`src/rtl/serv_rf_dbg_arbiter.sv`:
```
// Shares the SERV register-file RAM between the CPU and a debug register port.
// The CPU always wins; debug words are split into width-bit beats that are issued only in CPU-idle cycles.
module serv_rf_dbg_arbiter #(
  parameter int width     = 8,
  parameter int rf_count  = 16,
  parameter int csr_count = 8,
  localparam int beats    = 32 / width,
  localparam int aw       = $clog2((rf_count + csr_count) * beats)
) (
  input  logic             clk,
  input  logic             i_rst,
  input  logic [aw-1:0]    i_cpu_waddr,
  input  logic [width-1:0] i_cpu_wdata,
  input  logic             i_cpu_wen,
  input  logic [aw-1:0]    i_cpu_raddr,
  input  logic             i_cpu_ren,
  output logic [width-1:0] o_cpu_rdata,
  input  logic             i_halted,
  input  logic             i_dbg_req,
  input  logic             i_dbg_we,
  input  logic [5:0]       i_dbg_reg,
  input  logic [31:0]      i_dbg_wdat,
  output logic [31:0]      o_dbg_rdat,
  output logic             o_dbg_ack,
  output logic             o_dbg_err,
  output logic             o_dbg_busy,
  output logic [aw-1:0]    o_waddr,
  output logic [width-1:0] o_wdata,
  output logic             o_wen,
  output logic [aw-1:0]    o_raddr,
  output logic             o_ren,
  input  logic [width-1:0] i_rdata
);

  localparam int unsigned NREG = rf_count + csr_count;
  localparam int BW = $clog2(beats + 1);

  typedef enum logic [1:0] {IDLE, WR, RD, ACK} state_t;

  state_t          state_q;
  logic [BW-1:0]   beat_q;
  logic [BW-1:0]   cap_q;
  logic            pend_q;
  logic [5:0]      reg_q;
  logic [31:0]     wdat_q;
  logic [31:0]     rbuf_q;
  logic [31:0]     rbuf_d;
  logic [31:0]     rdat_q;
  logic            ack_q;
  logic            err_q;
  logic            busy_q;

  logic            cpu_act;
  logic            dbg_wen;
  logic            dbg_ren;
  logic            capture;
  logic            rd_last;
  logic [aw-1:0]   dbg_addr;
  logic [width-1:0] dbg_slice;

  always_comb begin
    cpu_act   = i_cpu_ren | i_cpu_wen;
    dbg_addr  = aw'(32'(reg_q) * 32'(beats) + 32'(beat_q));
    dbg_slice = width'(wdat_q >> (32'(beat_q) * 32'(width)));
    // Debug enables are gated by reset so an abandoned transfer never touches the RAM.
    dbg_wen   = !i_rst && (state_q == WR) && !cpu_act;
    dbg_ren   = !i_rst && (state_q == RD) && !cpu_act && (beat_q < BW'(beats));
    capture   = (state_q == RD) && pend_q;
    rd_last   = capture && (cap_q == BW'(beats - 1));
    rbuf_d    = rbuf_q;
    if (capture)
      rbuf_d[32'(cap_q) * 32'(width) +: width] = i_rdata;

    o_wen   = i_cpu_wen | dbg_wen;
    o_waddr = dbg_wen ? dbg_addr  : i_cpu_waddr;
    o_wdata = dbg_wen ? dbg_slice : i_cpu_wdata;
    o_ren   = i_cpu_ren | dbg_ren;
    o_raddr = dbg_ren ? dbg_addr  : i_cpu_raddr;
  end

  always_ff @(posedge clk) begin
    if (i_rst) begin
      state_q <= IDLE;
      beat_q  <= '0;
      cap_q   <= '0;
      pend_q  <= 1'b0;
      reg_q   <= '0;
      wdat_q  <= '0;
      rbuf_q  <= '0;
      rdat_q  <= '0;
      ack_q   <= 1'b0;
      err_q   <= 1'b0;
      busy_q  <= 1'b0;
    end else begin
      ack_q  <= 1'b0;
      pend_q <= dbg_ren;
      case (state_q)
        IDLE: begin
          if (i_dbg_req && i_halted) begin
            beat_q <= '0;
            cap_q  <= '0;
            reg_q  <= i_dbg_reg;
            wdat_q <= i_dbg_wdat;
            busy_q <= 1'b1;
            if (32'(i_dbg_reg) >= NREG) begin
              state_q <= ACK;
              ack_q   <= 1'b1;
              err_q   <= 1'b1;
              rdat_q  <= '0;
            end else if (i_dbg_reg == '0) begin
              state_q <= ACK;
              ack_q   <= 1'b1;
              err_q   <= 1'b0;
              if (!i_dbg_we)
                rdat_q <= '0;
            end else begin
              state_q <= i_dbg_we ? WR : RD;
              err_q   <= 1'b0;
            end
          end
        end
        WR: begin
          if (dbg_wen) begin
            beat_q <= beat_q + 1'b1;
            if (beat_q == BW'(beats - 1)) begin
              state_q <= ACK;
              ack_q   <= 1'b1;
            end
          end
        end
        RD: begin
          if (dbg_ren)
            beat_q <= beat_q + 1'b1;
          rbuf_q <= rbuf_d;
          if (capture)
            cap_q <= cap_q + 1'b1;
          // The visible read word only changes once the whole word has been gathered.
          if (rd_last) begin
            state_q <= ACK;
            ack_q   <= 1'b1;
            rdat_q  <= rbuf_d;
          end
        end
        ACK: begin
          state_q <= IDLE;
          busy_q  <= 1'b0;
          err_q   <= 1'b0;
        end
        default: state_q <= IDLE;
      endcase
    end
  end

  assign o_cpu_rdata = i_rdata;
  assign o_dbg_rdat  = rdat_q;
  assign o_dbg_ack   = ack_q;
  assign o_dbg_err   = err_q;
  assign o_dbg_busy  = busy_q;

endmodule

```
`config.mk`:
```
export PLATFORM = sky130hd
export DESIGN_NAME = serv_rf_dbg_arbiter
export DESIGN_NICKNAME = d
export VERILOG_FILES = /design/src/rtl/serv_rf_dbg_arbiter.sv
export SDC_FILE = /design/constraint.sdc
export NUM_CORES = 1
export LEC_CHECK = 0
export CAP_MARGIN = 20
export CORE_MARGIN = 2
export CORE_UTILIZATION = 30
export CTS_CLUSTER_SIZE = 10
export DETAILED_ROUTE_END_ITERATION = 8
export PLACE_DENSITY = 0.53
export SETUP_SLACK_MARGIN = 0.1
export SLEW_MARGIN = 10
export SYNTH_ARGS = -nofsm -noshare
export SYNTH_HDL_FRONTEND = slang
export SYNTH_SLANG_ARGS = --single-unit
```
`constraint.sdc`:
```
create_clock -name clk -period 3.34 [get_ports clk]
set_input_delay 0.501 -clock clk [delete_from_list [all_inputs] [get_ports clk]]
set_output_delay 0.501 -clock clk [all_outputs]
set_load 0.005 [all_outputs]
```
==> flow_summary.toml <==
[critical_path]
crit_top_cell = "clkdlybuf4s50_1"
cp_slowest_stage_delay_ns = 0.65
worstSetupStartpointType = "primary input"
cpLargestDelayFamily = "buffers and inverters"
worstPathCellList = "clkdlybuf4s50_1, or4b_4, nor2_1, buf_4, a22o_1, clkdlybuf4s50_1"
cp.arrival_ns = 2.57
critical_path_buf_inv_count = 3
path_class = "primary input to primary output"
critPathMaxFanout = 11
cp.required_ns = 2.84
end_kind = "primary output"
critPathSlowestCell = "or4b_4"

[die]
die_area_um2 = 17310
die_w_um = 131.6
die_h_um = 131.6
fp.coreArea_um2 = 15890
initial_core_util_pct = 30.74
rows = 46
pin_count = 142

[routing]
vias_per_cell = 4.833
wl_per_cell_um = 15.72
dr.pass1.iters = 6
vias = 4316
drcViolationCount = 0
initialDrtViolationCount = 232
wirelength_um = 14040
ant_nets = 0

[global_routing]
grt_first_pass_wirelength_um = 22180
first_global_vias = 4214
grt-ovfl-total = 0
grt_antenna_before_repair = 0
grt_max_degree = 68
grtUsageTotal_pct = 16.22

[timing]
clock_skew_ns = 0.005559
relSlewSlack_pct = 44.76
fmax_ghz = 0.3261
fin_tns_setup_ns = 0
rsz0062_at_grt = "no"
hold_viol_final = 0
hold_slack_ns = 0.4501
period_share_pct = 91.81
slew_violations = 0
worst_pin_slew_ns = 0.8268
setup_slack_ns = 0.2736
finalSetupViolations = 0
period_needed_ns = 3.066

[synth]
yosys_warnings = 0
synthArstFlopShare_pct = 0
synthCells = 536
avgSynthCellArea_um2 = 9.111
synth_top_cell_by_area = "dfxtp_1"
synth_fp_nets = 623
synth-seq-cells = 113
yosysSeqAreaShare_pct = 46.32
synth_edf_count = 0
synth_area_leaders = "dfxtp_1 (46%), mux2i_1 (6.8%), nand2_1 (6.6%)"
synth_top_area_share_pct = 46.32
syn-cell-area_um2 = 4883
synth.distinct_cells = 48
synth-main-ff-cell = "dfxtp_1"

[clocking]
cts_htree_levels = 4
cts_buffer_depth = 2
cts_tree = "built"
clk_pin_slew_ns = 0.05
clockRootBuffer = "clkbuf_16"
cts_made_buffers = 17
cts_setup_buffers = 0
clk_latency_ns = 0.40
clock_sinks = 113

[placed_design]
pre_cts_ws_ns = 0.2337
placement.io_buffers = 141
dpl.hpwl_um = 9758
place.gp.congestion = 0.7951

[pwr]
irDropWorstVdd_uv = 308.6
p_per_area_nw_per_um2 = 561.4
p_leak_nw = 2.489

[cells_and_area]
final_common_cell = "clkdlybuf4s50_1"
final_nets = 752
register_area_um2 = 2262
multi_input_area_um2 = 2301
num_antenna_cells = 0
final_layout_size_suffix_gt1_share_pct = 9.897
layout_common_cells = "clkdlybuf4s50_1 (140), dfxtp_1 (113), nand2_1 (86), a21oi_1 (45), nor2_1 (40)"
syn2layout_area_growth_pct = 44.48
fillers = 1569

[flow_run]
maxCapViolCount = 0

[hold_path]
hp-class = "flop to flop"

[run_status]
run_status = "finished, final reports clean"
## cell type report
cell class	instances	area share [%]
Timing Repair Buffer	153	21.24
Multi-Input combinational cell	341	32.61
Clock buffer	20	6.189
Inverter	39	2.075
Tap cell	216	3.830
Clock inverter	11	1.986
Sequential cell	113	32.06
## cells by family after synthesis
logic type / synth area share [%]
AND/OR/NAND/NOR: 14.60
AO/OA/AOI/OAI: 16.07
flip-flops: 46.32
buffers and inverters: 7.097
multiplexers: 12.30
adder cells (fa/ha/maj): 3.074
XOR/XNOR: 0.5381
## path summary, 6_finish.rpt
| kind | startpoint | endpoint | slack (ns) | cells after the start |
|---|---|---|---|---|
| max reg2reg | cap_q[0] | o_dbg_rdat[2] | 0.87 | 7 |
| min reg2reg | wdat_q[7] | wdat_q[7] | 0.45 | 2 |
| max | i_cpu_wen | o_wdata[2] | 0.27 | 6 |
| min | wdat_q[7] | wdat_q[7] | 0.45 | 2 |
## through the flow
stage | instances | util, % | cell area (µm²) | total power, W
CTS | 892 | 44.31 | 7039 | 0.004013
floorplan | 536 | - | 4883 | 0.001924
global route | 893 | 44.42 | 7056 | 0.004158
global placement | 861 | 40.68 | 6462 | 0.002218
finish | 893 | 44.42 | 7056 | 0.003961
detailed placement | 861 | 40.68 | 6462 | 0.002235
## repair_timing
| item | in CTS | in global routing |
|---|---|---|
| gates resized for setup | 0 | 2 |
| endpoints found under the setup margin | 0 | 8 |
| hold buffers | 0 | 0 |
## per-layer routing
metal	track usage (%)	share of wire, %	vias up
met5	0	0	-
met4	5.254	0.52	0
met3	5.594	7.9	6
met2	24.64	45	149
met1	21.56	47	2029
li1	-	-	2132
## Yosys cell counts, types with 2 or more instances
cell and instances:
buf_4 8, a22o_1 8, buf_1 4, o31ai_1 3, buf_2 4, nand2_1 86, mux2_2 8, ha_1 12
o32ai_1 32, xor2_1 2, nand3b_1 2, mux2i_1 33, o21ai_0 15, nand4_1 2, nor3_1 4, inv_1 39
nand4b_1 2, clkbuf_1 28, a21oi_1 45, nor2_1 40, and3_1 2, nand2b_1 4, nand3_1 8, dfxtp_1 113
mux4_2 8, nor4b_1 2
## state kept, by name, summed over array words and instances, names as in the netlist
name        count
o_dbg_busy      1
o_dbg_ack       1
cap_q           3
reg_q           5
o_dbg_err       1
o_dbg_rdat     32
wdat_q         32
beat_q          3
state_q         2
rbuf_q         32
pend_q          1
## worst reg2reg max path: stages, from the launching register on
cell and delay [ns]:
dfxtp_1 0.44, inv_1 0.13, ha_1 0.22, ha_1 0.29
nor4b_1 0.25, nand4_1 0.52, mux2i_1 0.38, o32ai_1 0.11
## power by group
group / internal [W] / switching [W]
Sequential: 0.00142 / 0.0000453
Clock: 0.00116 / 0.000595
Combinational: 0.000342 / 0.000398
Total: 0.00292 / 0.00104
Power figures use the tool's default switching activity.
